$ cat src/rtl/hv_pwm_intb_encode_pkg.sv
// hv_pwm_intb_encode_pkg: shared HV/LV PWM-INTB line code states and constants
package hv_pwm_intb_encode_pkg;
  typedef enum logic [1:0] {IDLE, PULSE, GAP, GUARD} pwm_state_e;
  localparam int PWM_PULSE_W = 5;
  localparam int PWM_GAP_W = 2;
  localparam int PWM_GUARD_W = 16;
  localparam int PWM_REFRESH_CYC = 1024;
  localparam int PWM_N_ASSERT = 1;
  localparam int PWM_N_DEASSERT = 4;
  function automatic int max3(input int a, input int b, input int c);
    return (a > b) ? ((a > c) ? a : c) : ((b > c) ? b : c);
  endfunction
endpackage

$ cat src/rtl/hv_pwm_intb_encode.sv
// hv_pwm_intb_encode: serialises the HV interrupt level into 1-pulse / 4-pulse PWM frames
module hv_pwm_intb_encode
  import hv_pwm_intb_encode_pkg::*;
#(
  parameter int PULSE_W = PWM_PULSE_W,
  parameter int GAP_W = PWM_GAP_W,
  parameter int GUARD_W = PWM_GUARD_W,
  parameter int REFRESH_CYC = PWM_REFRESH_CYC
) (
  input  logic i_clk,
  input  logic i_rst,
  input  logic i_hv_intb_n,
  output logic o_hv_pwm_intb_n,
  output logic o_busy,
  output logic o_frame_done
);
  localparam int CW = $clog2(max3(PULSE_W, GAP_W, GUARD_W) + 1);
  localparam int RW = (REFRESH_CYC > 1) ? $clog2(REFRESH_CYC + 1) : 1;
  localparam logic [CW-1:0] P_END = CW'(PULSE_W - 1);
  localparam logic [CW-1:0] G_END = CW'(GAP_W - 1);
  localparam logic [CW-1:0] D_END = CW'(GUARD_W - 1);
  localparam logic [CW-1:0] D_PRE = CW'(GUARD_W - 2);
  localparam logic [RW-1:0] R_END = RW'((REFRESH_CYC == 0) ? 0 : REFRESH_CYC - 1);
  localparam logic [2:0] N_LO = 3'(PWM_N_ASSERT);
  localparam logic [2:0] N_HI = 3'(PWM_N_DEASSERT);
  pwm_state_e state;
  logic sent_lvl, frm_lvl, start;
  logic [2:0] pls_left;
  logic [CW-1:0] cyc_cnt;
  logic [RW-1:0] ref_cnt;
  assign start = (i_hv_intb_n != sent_lvl) || (REFRESH_CYC != 0 && ref_cnt == R_END);
  // outputs are registered alongside the state so the line is high exactly in PULSE cycles
  always_ff @(posedge i_clk) begin
    if (i_rst) begin
      state <= IDLE;
      sent_lvl <= 1'b1;
      frm_lvl <= 1'b1;
      pls_left <= '0;
      cyc_cnt <= '0;
      ref_cnt <= '0;
      o_hv_pwm_intb_n <= 1'b0;
      o_busy <= 1'b0;
      o_frame_done <= 1'b0;
    end else begin
      o_frame_done <= 1'b0;
      case (state)
        IDLE: begin
          if (start) begin
            state <= PULSE;
            frm_lvl <= i_hv_intb_n;
            sent_lvl <= i_hv_intb_n;
            pls_left <= i_hv_intb_n ? N_HI : N_LO;
            cyc_cnt <= '0;
            ref_cnt <= '0;
            o_hv_pwm_intb_n <= 1'b1;
            o_busy <= 1'b1;
          end else begin
            ref_cnt <= (ref_cnt == R_END) ? ref_cnt : ref_cnt + 1'b1;
          end
        end
        PULSE: begin
          ref_cnt <= '0;
          if (cyc_cnt == P_END) begin
            cyc_cnt <= '0;
            o_hv_pwm_intb_n <= 1'b0;
            state <= (pls_left > 3'd1) ? GAP : GUARD;
            pls_left <= (pls_left > 3'd1) ? pls_left - 1'b1 : pls_left;
          end else begin
            cyc_cnt <= cyc_cnt + 1'b1;
          end
        end
        GAP: begin
          ref_cnt <= '0;
          if (cyc_cnt == G_END) begin
            cyc_cnt <= '0;
            state <= PULSE;
            o_hv_pwm_intb_n <= 1'b1;
          end else begin
            cyc_cnt <= cyc_cnt + 1'b1;
          end
        end
        default: begin
          ref_cnt <= '0;
          if (cyc_cnt == D_END) begin
            cyc_cnt <= '0;
            state <= IDLE;
            sent_lvl <= frm_lvl;
            o_busy <= 1'b0;
          end else begin
            cyc_cnt <= cyc_cnt + 1'b1;
            o_frame_done <= (cyc_cnt == D_PRE);
          end
        end
      endcase
    end
  end
endmodule

$ cat config.mk
export PLATFORM = sky130hd
export DESIGN_NAME = hv_pwm_intb_encode
export DESIGN_NICKNAME = d
export VERILOG_FILES = /design/src/rtl/hv_pwm_intb_encode_pkg.sv /design/src/rtl/hv_pwm_intb_encode.sv
export SDC_FILE = /design/constraint.sdc
export NUM_CORES = 1
export LEC_CHECK = 0
export BUFFER_PORTS_ARGS = -buffer_cell sky130_fd_sc_hd__buf_2
export CAP_MARGIN = 10
export CORE_MARGIN = 2
export CORE_UTILIZATION = 24
export DETAILED_ROUTE_END_ITERATION = 12
export MAX_ROUTING_LAYER = met4
export SYNTH_ARGS = -nofsm -noshare
export SYNTH_HDL_FRONTEND = slang
export SYNTH_SLANG_ARGS = --single-unit
export TNS_END_PERCENT = 50
$ cat constraint.sdc
create_clock -name i_clk -period 4.1 [get_ports i_clk]
set_input_delay 0.41 -clock i_clk [delete_from_list [all_inputs] [get_ports i_clk]]
set_output_delay 0.41 -clock i_clk [all_outputs]
set_load 0.005 [all_outputs]
Yosys cells after proc, flatten, opt, wreduce, memory -nomap -nowiden
Index checks and enable logic that the tools add are counted.
{"block": "totals", "wordCells": 66, "inputBits": 3, "regBits": 26, "output_inout_bits": 3}
{"block": "classes", "addsub": 3, "order_cmp": 1, "muxes": 25, "eq_ne": 12, "reduce_logical": 14, "n_bitwise": 2}
{"cell": "$mux W5", "n": 4}
{"cell": "$pmux W5 S3", "n": 1}
{"cell": "$mux W3", "n": 4}
{"cell": "$reduce_and A4 Y1", "n": 3}
{"cell": "$add A11 B1 Y11 const B", "n": 1}
{"cell": "$eq A11 B10 Y1 const B", "n": 1}
{"cell": "$eq A5 B4 Y1 const B", "n": 2}
{"cell": "$mux W2", "n": 4}
{"cell": "$ne A2 B2 Y1 const B", "n": 4}
{"cell": "$mux W1", "n": 7}
{"cell": "$pmux W2 S3", "n": 1}
{"cell": "$pmux W3 S2", "n": 1}
{"cell": "$add A5 B1 Y5 const B", "n": 1}
{"cell": "$eq A5 B1 Y1 const B", "n": 1}
{"cell": "$eq A5 B3 Y1 const B", "n": 1}
{"cell": "$reduce_or A5 Y1", "n": 1}
{"cell": "$pmux W1 S2", "n": 2}
{"cell": "$reduce_bool A2 Y1", "n": 2}
{"cell": "$reduce_bool A4 Y1", "n": 1}
{"cell": "$gt A3 B1 Y1 const B", "n": 1}
{"cell": "$pmux W1 S3", "n": 1}
{"cell": "$reduce_and A3 Y1", "n": 1}
{"cell": "$reduce_bool A3 Y1", "n": 1}
{"cell": "$reduce_or A3 Y1", "n": 1}
{"cell": "9 further kinds", "n": 10}

Longest topological paths before layout
Gate-level depths: netlist (run 1).
{"block": "logic_depth", "ltp_word": 4, "ltp_mapped": 7, "depth_no_buf": 6}

Worst setup path after synthesis (run 1)
Ideal clock, no wire load.
{"block": "synth_timing", "path_kind": "reg2reg", "startpoint": "register ref_cnt[0]", "endpoint": "register o_hv_pwm_intb_n", "n_path_buf": 2, "stages_incl_launch_ff": 8, "arrival_time_ps": 1841, "synth_period_minus_slack_ps": 1957, "setup_time_ps": 116, "required_ps": 3984, "setup_slack_ps": 2143, "path_cell_list": "dfxtp_1 -> ha_1 -> nand4_2 -> or4_4 -> buf_6 -> buf_6 -> a21o_1 -> a31o_1"}
{"block": "synth_via", "elab_chain_len": 4}
{"element": "start: declaration", "line_no": "hv_pwm_intb_encode.sv:30", "text": "logic [RW-1:0] ref_cnt;"}
{"element": "start signal: assignment", "line_no": "hv_pwm_intb_encode.sv:58", "text": "ref_cnt <= (ref_cnt == R_END) ? ref_cnt : ref_cnt + 1'b1;"}
{"element": "$eq A11 B10 Y1", "line_no": "hv_pwm_intb_encode.sv:31", "text": "assign start = (i_hv_intb_n != sent_lvl) || (REFRESH_CYC != 0 && ref_cnt == R_END);"}
{"element": "$logic_or A1 B1 Y1", "line_no": "hv_pwm_intb_encode.sv:31"}
{"element": "$ne A2 B2 Y1 (no source line)"}
{"element": "$reduce_and A4 Y1 (no source line)"}
{"element": "end signal: assignment", "line_no": "hv_pwm_intb_encode.sv:41", "text": "o_hv_pwm_intb_n <= 1'b0;"}
{"element": "end signal: assignment", "line_no": "hv_pwm_intb_encode.sv:55", "text": "o_hv_pwm_intb_n <= 1'b1;"}
{"element": "end signal: assignment", "line_no": "hv_pwm_intb_encode.sv:65", "text": "o_hv_pwm_intb_n <= 1'b0;"}
{"element": "end: declaration", "line_no": "hv_pwm_intb_encode.sv:13", "text": "output logic o_hv_pwm_intb_n,"}
Every way passes these cells.
A chain may end at the register's enable or synchronous reset.

Worst setup path after layout (run 1)
{"block": "layout_timing", "startpoint": "register ref_cnt[0]", "endpoint": "register sent_lvl"}
{"block": "layout_via", "elab_chain_len": 4}
{"element": "$eq A11 B10 Y1", "line_no": "hv_pwm_intb_encode.sv:31"}
{"element": "$logic_or A1 B1 Y1", "line_no": "hv_pwm_intb_encode.sv:31"}
{"element": "$ne A2 B2 Y1 (no source line)"}
{"element": "$reduce_and A3 Y1 (no source line)"}
{"element": "end signal: assignment", "line_no": "hv_pwm_intb_encode.sv:51", "text": "sent_lvl <= i_hv_intb_n;"}
{"element": "end signal: assignment", "line_no": "hv_pwm_intb_encode.sv:87", "text": "sent_lvl <= frm_lvl;"}
{"element": "end: declaration", "line_no": "hv_pwm_intb_encode.sv:27", "text": "logic sent_lvl, frm_lvl, start;"}
Every way passes these cells.

==> impl_metrics.toml, run 1 <==
[outcome]
status = "finished, final reports clean"

[routing]
num_vias = 1226
detail_route.wl_per_cell_um = 12.2
dr.pass1.iters = 4
drtAntennaViolNets = 0
drt_iter0_drc = 94
drc = 0
wl_mm = 3.14
vias_per_cell = 4.77

[clock_tree]
cts_buffers = 3
cts_sinks = 26
cts_resized = 0
clock_latency_ns = 0.27
cts_hold_repair.buffers = 0
cts_tree = "done"
cts_max_level = 1
cts_setup_buffers = 0
root_buffer = "clkbuf_8"
clockBufferDepth = 2
clk_pin_slew_ns = 0.10

[finish]
final_common_cell = "dfxtp_1"
num_antenna_cells = 0
fin_nets = 197
drive_gt1_frac = 0.100
area_growth_pct = 9.77
utilization = 0.271
mostFrequentLayoutCells = "dfxtp_1, nor2_1, inv_1, nand2_1, ha_1"

[power_and_ir_drop]
powerDensity_nw_per_um2 = 597
switching_share = 0.380
power.leakage_nw = 0.612
peakVddDrop_mv = 0.225
p_clk_frac = 0.213
power.net_switching_uw = 385
pwr-share-comb = 0.442
cellInternalPower_uw = 630
p_seq_frac = 0.345

[min_path]
whs_path_depth = 1
hold_path_end = "ref_cnt[0]"
min_from = "ref_cnt[0]"
holdCritPathClass = "register to register"

[synthesis]
postSynthNetCount = 194
yosys.area_share.xor_xnor = 0.0509
ys_warn_count = 0
yosysSeqAreaShare = 0.336
synthAdderAreaFrac = 0.105
avgSynthCellArea_sq_um = 8.70
ys_ff_latch = 26
synthMuxAreaShare = 0.0331
synth_top_family_by_area = "simple AND/OR/NAND/NOR gates"
synthSimpleGateAreaFrac = 0.242
ys.flop_type = "dfxtp_1"
syn-cell-area_sq_um = 1550
ys_types = 49
syn_inst = 178
synth_compound_area_frac = 0.173
synth_edf_count = 0
async_reset_ff_frac = 0

[floorplan]
rows = 29
initial_utilization = 0.247
core_sq_um = 6280
die_w_um = 84.3
dieHeight_um = 84.3
die_area_sq_um = 7110
ios = 6

[timing]
rsz0062_at_grt = "no"
relSlewSlack = 0.463
hold_violations = 0
fmax_ghz = 0.463
fin_crit_ns = 2.16
finalCritPeriodShare = 0.527
setup_tns_ns = 0
slew_viol_final = 0
setup_violations = 0
fin_worst_skew_ns = 0.00545
tightest_slew_ns = 0.798

[critical_path]
crit_type = "register to register"
cp-end-kind = "register"
rr_worst_depth = 5
r2r_start = "ref_cnt[0]"
r2r_end = "sent_lvl"
cp-start-kind = "register"
r2r_setup_slack_ns = 1.94
crit_required_ns = 4.31
critPathArrivalTime_ns = 2.37
cp_max_fo = 14

[global_routing]
grt_use_total = 0.0937
grt_pass1_wl_mm = 5.40
antenna_found_initial = 0
overflow = 0
grt_max_degree = 18
grt_pass1_vias = 1196

[run]
maxCapViolations = 0

[placement]
place.gp.congestion = 0.771
io_buffers = 5
dp_hpwl_mm = 2.19
## cell usage after synthesis, types with 2 or more instances
cell type,instances,share of area
dfxtp_1,26,0.34
nor2_1,16,0.039
inv_1,14,0.034
nand2_1,14,0.034
ha_1,13,0.11
nand3_1,11,0.036
nor3_1,8,0.026
xnor2_1,7,0.040
clkbuf_1,5,0.012
a21oi_1,4,0.013
mux2i_1,4,0.026
nand4_1,4,0.016
a211o_1,3,0.017
o211ai_1,3,0.015
o22ai_1,3,0.012
o31ai_1,3,0.015
a211oi_1,2,0.0097
a21o_1,2,0.0097
buf_6,2,0.015
nand2b_1,2,0.0081
or2_2,2,0.0081
or3_1,2,0.0081
xor2_1,2,0.011
## area by class of cell
cell class              count  area, sq um
multi-input cells         131          935
repair buffers              5         25.0
clock inverters             1         30.0
fillers                   678         4580
well taps                  77         96.3
flip-flops and latches     26          520
clock buffers               3         41.3
inverters                  14         52.6
## worst max-delay path, stage by stage, from the launching register on
cell and delay, ns:
dfxtp_1 0.38, ha_1 0.24, nand4_2 0.19, or4_4 0.64
a221oi_1 0.42, mux2i_1 0.22
## through the flow
| stage | setup slack, ns | hold slack, ns | cell area, sq um | cells | power, mW |
|---|---|---|---|---|---|
| 2_1_floorplan | 2.14 | 0.430 | 1550 | 178 | 0.707 |
| 3_3_place_gp | 2.06 | 0.445 | 1630 | 253 | 0.802 |
| 3_5_place_dp | 1.99 | 0.452 | 1630 | 253 | 0.804 |
| 4_1_cts | 1.95 | 0.476 | 1700 | 257 | 1.02 |
| 5_1_grt | 1.82 | 0.497 | 1700 | 257 | 1.09 |
| 6_report | 1.94 | 0.470 | 1700 | 257 | 1.02 |
## flip-flops by register name, indices dropped and copies added, names as in the netlist, 2 cells and up
name / count
state: 2
ref_cnt: 11
pls_left: 3
cyc_cnt: 5
## layer usage
| layer | GRT usage | routed length (um) |
|---|---|---|
| met4 | 0.0245 | 19 |
| met1 | 0.118 | 1610 |
| met2 | 0.152 | 1440 |
| met5 | - | 0 |
| met3 | 0.0206 | 76 |
## worst max-delay path by stage
stage / to / slack [ns] / depth (start not counted) / start
CTS: sent_lvl / 1.95 / 5 / ref_cnt[0]
global placement: state[0] / 2.06 / 5 / ref_cnt[0]
detailed placement: sent_lvl / 1.99 / 5 / ref_cnt[0]
floorplan: o_hv_pwm_intb_n / 2.14 / 7 / ref_cnt[0]
finish: sent_lvl / 1.94 / 5 / ref_cnt[0]
global route: state[0] / 1.82 / 5 / ref_cnt[0]
## logic make-up after synthesis
group / Yosys count
adders and majority gates: 13
buffers and inverters: 21
xor gates and xnor gates: 9
DFF: 26
AOI/OAI and AO/OA: 33
muxes: 5
and+or+nand+nor: 71
## power groups by stage
stage          sequential [mW]  clock (mW)  combinational (mW)
5_1_grt                  0.358       0.230               0.505
3_3_place_gp             0.357           0               0.446
4_1_cts                  0.350       0.222               0.450
2_1_floorplan            0.346           0               0.361
6_report                 0.350       0.216               0.449
3_5_place_dp             0.357           0               0.447
Power figures use the tool's default switching activity.
==> inputs of run 2 (changes only) <==
Clock period 4.1 ns to 2.2 ns, I/O delays scaled along.
==> run 2 against run 1 <==
  * Sequential share of layout area down 0.25 points
  * Register-to-register slack worse by 1.8 ns
  * Die area unchanged
==> impl_metrics.toml, run 2 (synthesis results as in run 1) <==
[finish]
multiInputGateArea_sq_um = 935
top_regs = "ref_cnt (11), cyc_cnt (5), pls_left (3)"
largest_reg_flops = 11
mostFrequentLayoutCells = "dfxtp_1, nor2_1, inv_1, nand2_1, ha_1"
n_fill_cell = 669
register_area_sq_um = 520
largest_register = "ref_cnt"
num_antenna_cells = 0
drive_gt1_frac = 0.120
fin_nets = 201
final_common_cell = "dfxtp_1"
area_growth_pct = 10.7

[placement]
io_buffers = 5
place.gp.congestion = 0.800
dp_hpwl_mm = 2.24

[clock_tree]
clock_latency_ns = 0.27
cts_resized = 0
clockBufferDepth = 2
cts_tree = "done"
cts_sinks = 26
clk_pin_slew_ns = 0.09
cts_setup_buffers = 0
root_buffer = "clkbuf_8"
cts_max_level = 1
cts_buffers = 3
cts_hold_repair.buffers = 0

[floorplan]
rows = 29
core_sq_um = 6280
die_w_um = 84.3
ios = 6
dieHeight_um = 84.3
initial_utilization = 0.247
die_area_sq_um = 7110

[critical_path]
slowest_delay_ns = 0.46
crit_type = "register to register"
cp_max_fo = 7
crit_chain = "ha_1, or4b_1, a221o_1, a2111oi_2, a31o_1"
crit_required_ns = 2.41
cp-end-kind = "register"
critPathSlowestCell = "or4b_1"
cp_num_buf_inv = 0
path_delay_family = "compound AO/OA/AOI/OAI gates"
critPathArrivalTime_ns = 2.29
cp-start-kind = "register"

[routing]
drtAntennaViolNets = 0
dr.pass1.iters = 4
drc = 0
drt_iter0_drc = 46
detail_route.wl_per_cell_um = 11.8
num_vias = 1277
vias_per_cell = 4.89
wl_mm = 3.08

[timing]
finalCritPeriodShare = 0.944
slew_viol_final = 0
rsz0062_at_grt = "no"
fin_worst_skew_ns = 0.00845
tightest_slew_ns = 0.495
hold_ws_ns = 0.344
fin_crit_ns = 2.08
setup_violations = 0
fmax_ghz = 0.481
relSlewSlack = 0.670
hold_violations = 0
setup_tns_ns = 0

[run]
maxCapViolations = 0

[outcome]
status = "finished, final reports clean"

[global_routing]
antenna_found_initial = 0
grt_use_total = 0.0946
grt_pass1_vias = 1223
grt_pass1_wl_mm = 5.46
grt_max_degree = 17
overflow = 0

[power_and_ir_drop]
power.total_mw = 1.81
powerDensity_nw_per_um2 = 1050
peakVddDrop_mv = 0.511
power.leakage_nw = 0.624

[min_path]
holdCritPathClass = "input pin to register"
[run 2: final cells by class]
type	count	area share
Timing Repair Buffer	9	0.0321
Clock buffer	4	0.0321
Tap cell	77	0.0562
Inverter	14	0.0307
Multi-Input combinational cell	131	0.545
Sequential cell	26	0.304
[run 2: worst register-to-register path, cell delays in order (launching register included)]
cell and delay [ns]:
dfxtp_1 0.44, ha_1 0.18, or4b_1 0.46, a221o_1 0.43, a2111oi_2 0.38, a31o_1 0.14
[run 2: power by group]
group	internal (mW)	switching [mW]	leakage, nW
Sequential	0.566	0.0906	0.212
Clock	0.160	0.151	0.0288
Combinational	0.366	0.472	0.383
[run 2: per-stage QoR]
stage	utilization	setup slack, ns	cells	instance area (sq um)
6_report	0.273	0.123	261	1710
5_1_grt	0.273	0.0359	261	1710
2_1_floorplan	-	0.243	178	1550
3_3_place_gp	0.264	0.215	257	1660
4_1_cts	0.273	0.138	261	1710
3_5_place_dp	0.264	0.156	257	1660
[run 2: path summary, 6_finish.rpt]
check / cells past startpoint / slack, ns / from / to
worst max-delay path: 5 / 0.12 / cyc_cnt[0] / o_hv_pwm_intb_n
worst min-delay path: 3 / 0.34 / i_hv_intb_n / frm_lvl
worst max register to register: 5 / 0.12 / cyc_cnt[0] / o_hv_pwm_intb_n
worst min register to register: 1 / 0.47 / ref_cnt[0] / ref_cnt[0]
[run 2: metal layers]
metal	global-route usage	part of all wire	vias up	wire, um
met3	0.0275	0.022	4	67
met2	0.152	0.46	16	1400
li1	-	-	657	-
met1	0.117	0.51	600	1570
met4	0.0260	0.011	0	34
met5	-	0	-	0
